`config.mk`:
```
export PLATFORM = sky130hd
export DESIGN_NAME = mc_sequencer
export DESIGN_NICKNAME = d
export VERILOG_FILES = /design/src/rtl/mc_sequencer.sv
export SDC_FILE = /design/constraint.sdc
export NUM_CORES = 1
export LEC_CHECK = 0
export CAP_MARGIN = 20
export CELL_PAD_IN_SITES_DETAIL_PLACEMENT = 0
export CELL_PAD_IN_SITES_GLOBAL_PLACEMENT = 1
export CORE_ASPECT_RATIO = 0.8
export CORE_MARGIN = 4
export CORE_UTILIZATION = 29
export DETAILED_ROUTE_END_ITERATION = 10
export PLACE_DENSITY_LB_ADDON = 0.12
export SLEW_MARGIN = 20
export SYNTH_ARGS = -nofsm -noshare
export SYNTH_HDL_FRONTEND = slang
export SYNTH_SLANG_ARGS = --single-unit
```
`constraint.sdc`:
```
create_clock -name clk -period 2.18 [get_ports clk]
set_input_delay 0.218 -clock clk [delete_from_list [all_inputs] [get_ports clk]]
set_output_delay 0.218 -clock clk [all_outputs]
set_load 0.02 [all_outputs]
```
`src/rtl/mc_sequencer.sv`:
```
// Multi-cycle MIPS-subset control sequencer: FETCH/DECODE/EXEC/MEM/WB with
// memory wait timeout. Control outputs are combinational decodes of the
// current state and the op/funct fields latched when the IR is loaded.
module mc_sequencer #(
    parameter int unsigned TIMEOUT_CYCLES = 16
) (
    input  logic        clk,
    input  logic        rst,
    input  logic [31:0] inst_i,
    input  logic        mem_ready_i,
    input  logic        zero_i,
    output logic [2:0]  state_o,
    output logic        mem_req_o,
    output logic        mem_we_o,
    output logic        ir_write_o,
    output logic        pc_write_o,
    output logic        reg_write_o,
    output logic [1:0]  pc_src_o,
    output logic [1:0]  reg_dst_o,
    output logic [1:0]  wb_sel_o,
    output logic        alu_src_b_o,
    output logic        retire_o,
    output logic        inst_invalid_o,
    output logic        bus_err_o
);

    localparam int unsigned ST_W  = 3;
    localparam int unsigned CNT_W = $clog2(TIMEOUT_CYCLES + 1);
    localparam int unsigned CLS_W = 4;

    localparam logic [ST_W-1:0] ST_FETCH  = 3'd0;
    localparam logic [ST_W-1:0] ST_DECODE = 3'd1;
    localparam logic [ST_W-1:0] ST_EXEC   = 3'd2;
    localparam logic [ST_W-1:0] ST_MEM    = 3'd3;
    localparam logic [ST_W-1:0] ST_WB     = 3'd4;

    localparam logic [CNT_W-1:0] CNT_LAST = CNT_W'(TIMEOUT_CYCLES - 1);

    localparam logic [CLS_W-1:0] CL_INV  = 4'd0;
    localparam logic [CLS_W-1:0] CL_IALU = 4'd1;
    localparam logic [CLS_W-1:0] CL_RALU = 4'd2;
    localparam logic [CLS_W-1:0] CL_JR   = 4'd3;
    localparam logic [CLS_W-1:0] CL_LW   = 4'd4;
    localparam logic [CLS_W-1:0] CL_SW   = 4'd5;
    localparam logic [CLS_W-1:0] CL_BEQ  = 4'd6;
    localparam logic [CLS_W-1:0] CL_BNE  = 4'd7;
    localparam logic [CLS_W-1:0] CL_J    = 4'd8;
    localparam logic [CLS_W-1:0] CL_JAL  = 4'd9;

    logic [ST_W-1:0]  state_q, state_d;
    logic [CNT_W-1:0] cnt_q, cnt_d;
    logic [5:0]       op_q, op_d;
    logic [5:0]       funct_q, funct_d;
    logic [CLS_W-1:0] cls_c;
    logic             timeout_c;

    // Only op and funct matter to the sequencer; the operand fields do not.
    logic unused_inst_bits;
    assign unused_inst_bits = ^inst_i[25:6];

    // Final wait cycle with memory still not ready aborts the request.
    assign timeout_c = (cnt_q == CNT_LAST) && !mem_ready_i;

    // Classify the latched instruction.
    always_comb begin
        cls_c = CL_INV;
        case (op_q)
            6'b001101, 6'b001100, 6'b001001, 6'b001111: cls_c = CL_IALU;
            6'b100011: cls_c = CL_LW;
            6'b101011: cls_c = CL_SW;
            6'b000100: cls_c = CL_BEQ;
            6'b000101: cls_c = CL_BNE;
            6'b000010: cls_c = CL_J;
            6'b000011: cls_c = CL_JAL;
            6'b000000: begin
                case (funct_q)
                    6'b100001, 6'b100011, 6'b100100, 6'b100101: cls_c = CL_RALU;
                    6'b001000: cls_c = CL_JR;
                    default:   cls_c = CL_INV;
                endcase
            end
            default: cls_c = CL_INV;
        endcase
    end

    // State, wait counter and latched op/funct registers.
    always_ff @(posedge clk) begin
        if (rst) begin
            state_q <= ST_FETCH;
            cnt_q   <= '0;
            op_q    <= '0;
            funct_q <= '0;
        end else begin
            state_q <= state_d;
            cnt_q   <= cnt_d;
            op_q    <= op_d;
            funct_q <= funct_d;
        end
    end

    // Next-state, wait counter and op/funct capture.
    always_comb begin
        state_d = state_q;
        cnt_d   = cnt_q;
        op_d    = op_q;
        funct_d = funct_q;
        case (state_q)
            ST_FETCH: begin
                if (mem_ready_i) begin
                    state_d = ST_DECODE;
                    op_d    = inst_i[31:26];
                    funct_d = inst_i[5:0];
                end else if (timeout_c) begin
                    // Re-entering FETCH restarts the wait window.
                    cnt_d = '0;
                end else begin
                    cnt_d = cnt_q + CNT_W'(1);
                end
            end
            ST_DECODE: begin
                case (cls_c)
                    CL_J, CL_JR, CL_INV: state_d = ST_FETCH;
                    CL_JAL:              state_d = ST_WB;
                    default:             state_d = ST_EXEC;
                endcase
            end
            ST_EXEC: begin
                case (cls_c)
                    CL_BEQ, CL_BNE: state_d = ST_FETCH;
                    CL_LW, CL_SW:   state_d = ST_MEM;
                    default:        state_d = ST_WB;
                endcase
            end
            ST_MEM: begin
                if (mem_ready_i) begin
                    state_d = (cls_c == CL_SW) ? ST_FETCH : ST_WB;
                end else if (timeout_c) begin
                    state_d = ST_FETCH;
                end else begin
                    cnt_d = cnt_q + CNT_W'(1);
                end
            end
            ST_WB:   state_d = ST_FETCH;
            default: state_d = ST_FETCH;
        endcase
        if (state_d != state_q) begin
            cnt_d = '0;
        end
    end

    // Control output decode; everything is held low while reset is asserted.
    always_comb begin
        state_o        = ST_FETCH;
        mem_req_o      = 1'b0;
        mem_we_o       = 1'b0;
        ir_write_o     = 1'b0;
        pc_write_o     = 1'b0;
        reg_write_o    = 1'b0;
        pc_src_o       = 2'b00;
        reg_dst_o      = 2'b00;
        wb_sel_o       = 2'b00;
        alu_src_b_o    = 1'b0;
        retire_o       = 1'b0;
        inst_invalid_o = 1'b0;
        bus_err_o      = 1'b0;
        if (!rst) begin
            state_o = state_q;
            case (state_q)
                ST_FETCH: begin
                    mem_req_o = 1'b1;
                    if (mem_ready_i) begin
                        ir_write_o = 1'b1;
                        pc_write_o = 1'b1;
                    end else if (timeout_c) begin
                        bus_err_o = 1'b1;
                    end
                end
                ST_DECODE: begin
                    case (cls_c)
                        CL_J: begin
                            pc_write_o = 1'b1;
                            pc_src_o   = 2'b10;
                            retire_o   = 1'b1;
                        end
                        CL_JR: begin
                            pc_write_o = 1'b1;
                            pc_src_o   = 2'b11;
                            retire_o   = 1'b1;
                        end
                        CL_JAL: begin
                            pc_write_o = 1'b1;
                            pc_src_o   = 2'b10;
                        end
                        CL_INV:  inst_invalid_o = 1'b1;
                        default: ;
                    endcase
                end
                ST_EXEC: begin
                    alu_src_b_o = (cls_c == CL_IALU) || (cls_c == CL_LW) || (cls_c == CL_SW);
                    if (cls_c == CL_BEQ || cls_c == CL_BNE) begin
                        pc_write_o = (cls_c == CL_BEQ) ? zero_i : !zero_i;
                        pc_src_o   = 2'b01;
                        retire_o   = 1'b1;
                    end
                end
                ST_MEM: begin
                    mem_req_o = 1'b1;
                    mem_we_o  = (cls_c == CL_SW);
                    if (mem_ready_i) begin
                        retire_o = (cls_c == CL_SW);
                    end else if (timeout_c) begin
                        bus_err_o = 1'b1;
                    end
                end
                ST_WB: begin
                    reg_write_o = 1'b1;
                    retire_o    = 1'b1;
                    case (cls_c)
                        CL_RALU: reg_dst_o = 2'b01;
                        CL_JAL: begin
                            reg_dst_o = 2'b10;
                            wb_sel_o  = 2'b10;
                        end
                        CL_LW:   wb_sel_o = 2'b01;
                        default: ;
                    endcase
                end
                default: ;
            endcase
        end
    end

endmodule

```
==> reports/metrics.cfg <==
[global_route]
gr-usage-met3_pct = 3.600
grt.busiest_layer = met2
track_usage_pct = 14.75
antenna_found_initial = 0
grt_pass1_vias = 1394
grt_max_degree = 16
met1_usage_pct = 18.51
grt_pass1_wl_microns = 6327
grt.overflow.total = 0
grt_util_met2_pct = 24.40

[drt]
drc = 0
ant_nets = 0
num_vias = 1455
wire_per_inst_microns = 13.10
initialDrtViolationCount = 46
drt-total-wl_microns = 3904
vias_per_cell = 4.883
dr.pass1.iters = 4

[clock_tree]
cts_tree = done
cts_max_path_buffers = 2
clkTransAtPathRegs_ps = 70
root_buffer = clkbuf_8
numClockSinks = 20
htreeDepth = 1
cts_buffers = 3
insertion_delay_ps = 260

[worst_setup_path]
cp_num_buf_inv = 2
worstSetupStartpointType = flop
reg2reg_slack_ps = 260
crit_chain = or4b_4 > buf_6 > nor2_4 > a211oi_2 > o21ai_1 > and4b_1 > buf_6
cpPeakStageDelay_ps = 560
crit_type = reg2out
end_kind = primary output
cp_data_required_time_ps = 1960
cpLargestDelayFamily = simple AND/OR/NAND/NOR gates
arrival_ps = 2020
critPathMostFrequentCell = buf_6
slowest_stage = or4b_4
crit_fanout = 5

[synth]
netlist_top_cells_area = dfxtp_1 31%, nand2_1 9.1%, a21oi_1 5.5%, nor2_1 4.1%, buf_2 3.1%
yosysSeqAreaShare_pct = 31.31
synthArstFlopShare_pct = 0
synth_edf_count = 0
yosys-top-cells-count = 31 x nand2_1, 20 x dfxtp_1, 14 x a21oi_1, 14 x nor2_1
yosysUniqueCellTypes = 42
synth_nets = 210
synth_xor_area_share_pct = 3.425
syn_area_sq_um = 1279
ys_warn_count = 0
synthSimpleGateAreaFrac_pct = 38.85
synth_top_family_by_area = simple AND/OR/NAND/NOR gates
synth_compound_area_share_pct = 16.93
syn_avg_cell_area_sq_um = 7.434
synth-seq-cells = 20
synthCells = 172
ys.flop_type = dfxtp_1
synthAdderAreaFrac_pct = 1.957
synth_top_cell_by_area = dfxtp_1
synth_top_area_share_pct = 31.31
synthMuxAreaShare_pct = 0.8806
synth_most_common_cell = nand2_1

[die]
die_x_microns = 82.24
initial_core_util_pct = 30.23
row_count = 21
die-area_sq_um = 5543
coreArea_sq_um = 4230
num_io_pins = 54
chipHeight_microns = 67.40

[sta]
slew_viol_final = 0
hold_violations = 0
rsz0062_at_grt = true
period_needed_ps = 2238
fin_ws_ps = -58.23
setup_tns_ps = -120.5
timing.hold.ws_ps = 452.5
finalCritPeriodShare_pct = 102.7
fmax_mhz = 446.8
worstMarginPinSlew_ps = 404.1
relSlewSlack_pct = 73.02
skew_ps = 0.8993
setup_viol = 3

[finish]
syn2layout_area_growth_pct = 60.08
fin_cells = 298
diodes = 0
layout.nets = 280
stdcell_area_sq_um = 2047
fin_util_pct = 48.39
layout-drive-gt1-share_pct = 31.12

[placed_design]
place_area_sq_um = 1954
place_inst = 293
place_hpwl_microns = 3098
portBuffers = 33
gp_congestion = 0.8591
pre_cts_slack_ps = -256.7

[hold_path]
min_path_type = reg2reg

[power]
ir_drop_mv = 0.2529
fin_total_pwr_uw = 992.4
pwr_density_cell_nw_per_um2 = 484.8
p_leak_nw = 0.8758

[run_status]
violations = setup timing
outcome = finished, violations left

[job]
drv_cap = 0

## timing repair
action | CTS | global route
pin swaps | 5 | 6
gates resized for setup | 46 | 24
hold buffers | 0 | 0
setup endpoints to repair | 15 | 11
buffers inserted | 1 | 0
hold endpoints to repair | 0 | 0
## logic make-up after synthesis
group,after synthesis
AND/OR/NAND/NOR,89
AO/OA/AOI/OAI,35
buffers and inverters,20
flip-flops,20
XOR/XNOR,5
adder cells (fa/ha/maj),2
multiplexers,1
## routing by layer
metal / part of all wire (%) / vias to the layer above
li1: - / 740
met1: 47 / 666
met2: 46 / 47
met3: 6.5 / 2
met4: 0.46 / 0
met5: 0 / -
## report_power, final
| group | leakage [nW] | switching, mW | internal [mW] |
|---|---|---|---|
| registers | 0.165 | 0.0207 | 0.386 |
| logic | 0.682 | 0.140 | 0.163 |
| clock network | 0.0288 | 0.121 | 0.161 |
| total | 0.876 | 0.283 | 0.710 |
## path summary, 6_finish.rpt
check / end / cells past startpoint / startpoint
max: alu_src_b_o / 7 / funct_q[5]$_SDFFE_PP0P_
min: cnt_q[0]$_SDFFE_PP0P_ / 1 / cnt_q[0]$_SDFFE_PP0P_
max reg2reg: state_q[1]$_SDFF_PP0_ / 8 / funct_q[5]$_SDFFE_PP0P_
min reg2reg: cnt_q[0]$_SDFFE_PP0P_ / 1 / cnt_q[0]$_SDFFE_PP0P_
## flip-flops by register name (all words and copies together), names as in the netlist
| register | flops |
|---|---|
| cnt_q | 5 |
| op_q | 6 |
| state_q | 3 |
| funct_q | 6 |
## layout by cell type (no fill, tap or decap), drive strengths merged, types with 4 or more instances in the layout
cell type	count
buf	51
a21oi	14
nand2	31
o21ai	5
nor2b	4
nor4	4
nor3	7
dfxtp	20
inv	8
dlygate4sd2	4
nand2b	4
clkdlybuf4s50	18
clkbuf	6
nor2	15
## layout make-up
class	count	area, sq um
multi-input combinational	132	847.1
sequential	20	405.4
inverter	8	30.03
fill	453	2183
clock buffer	4	55.05
tap	57	71.32
timing repair buffer	77	638.1
Power figures use the tool's default switching activity.
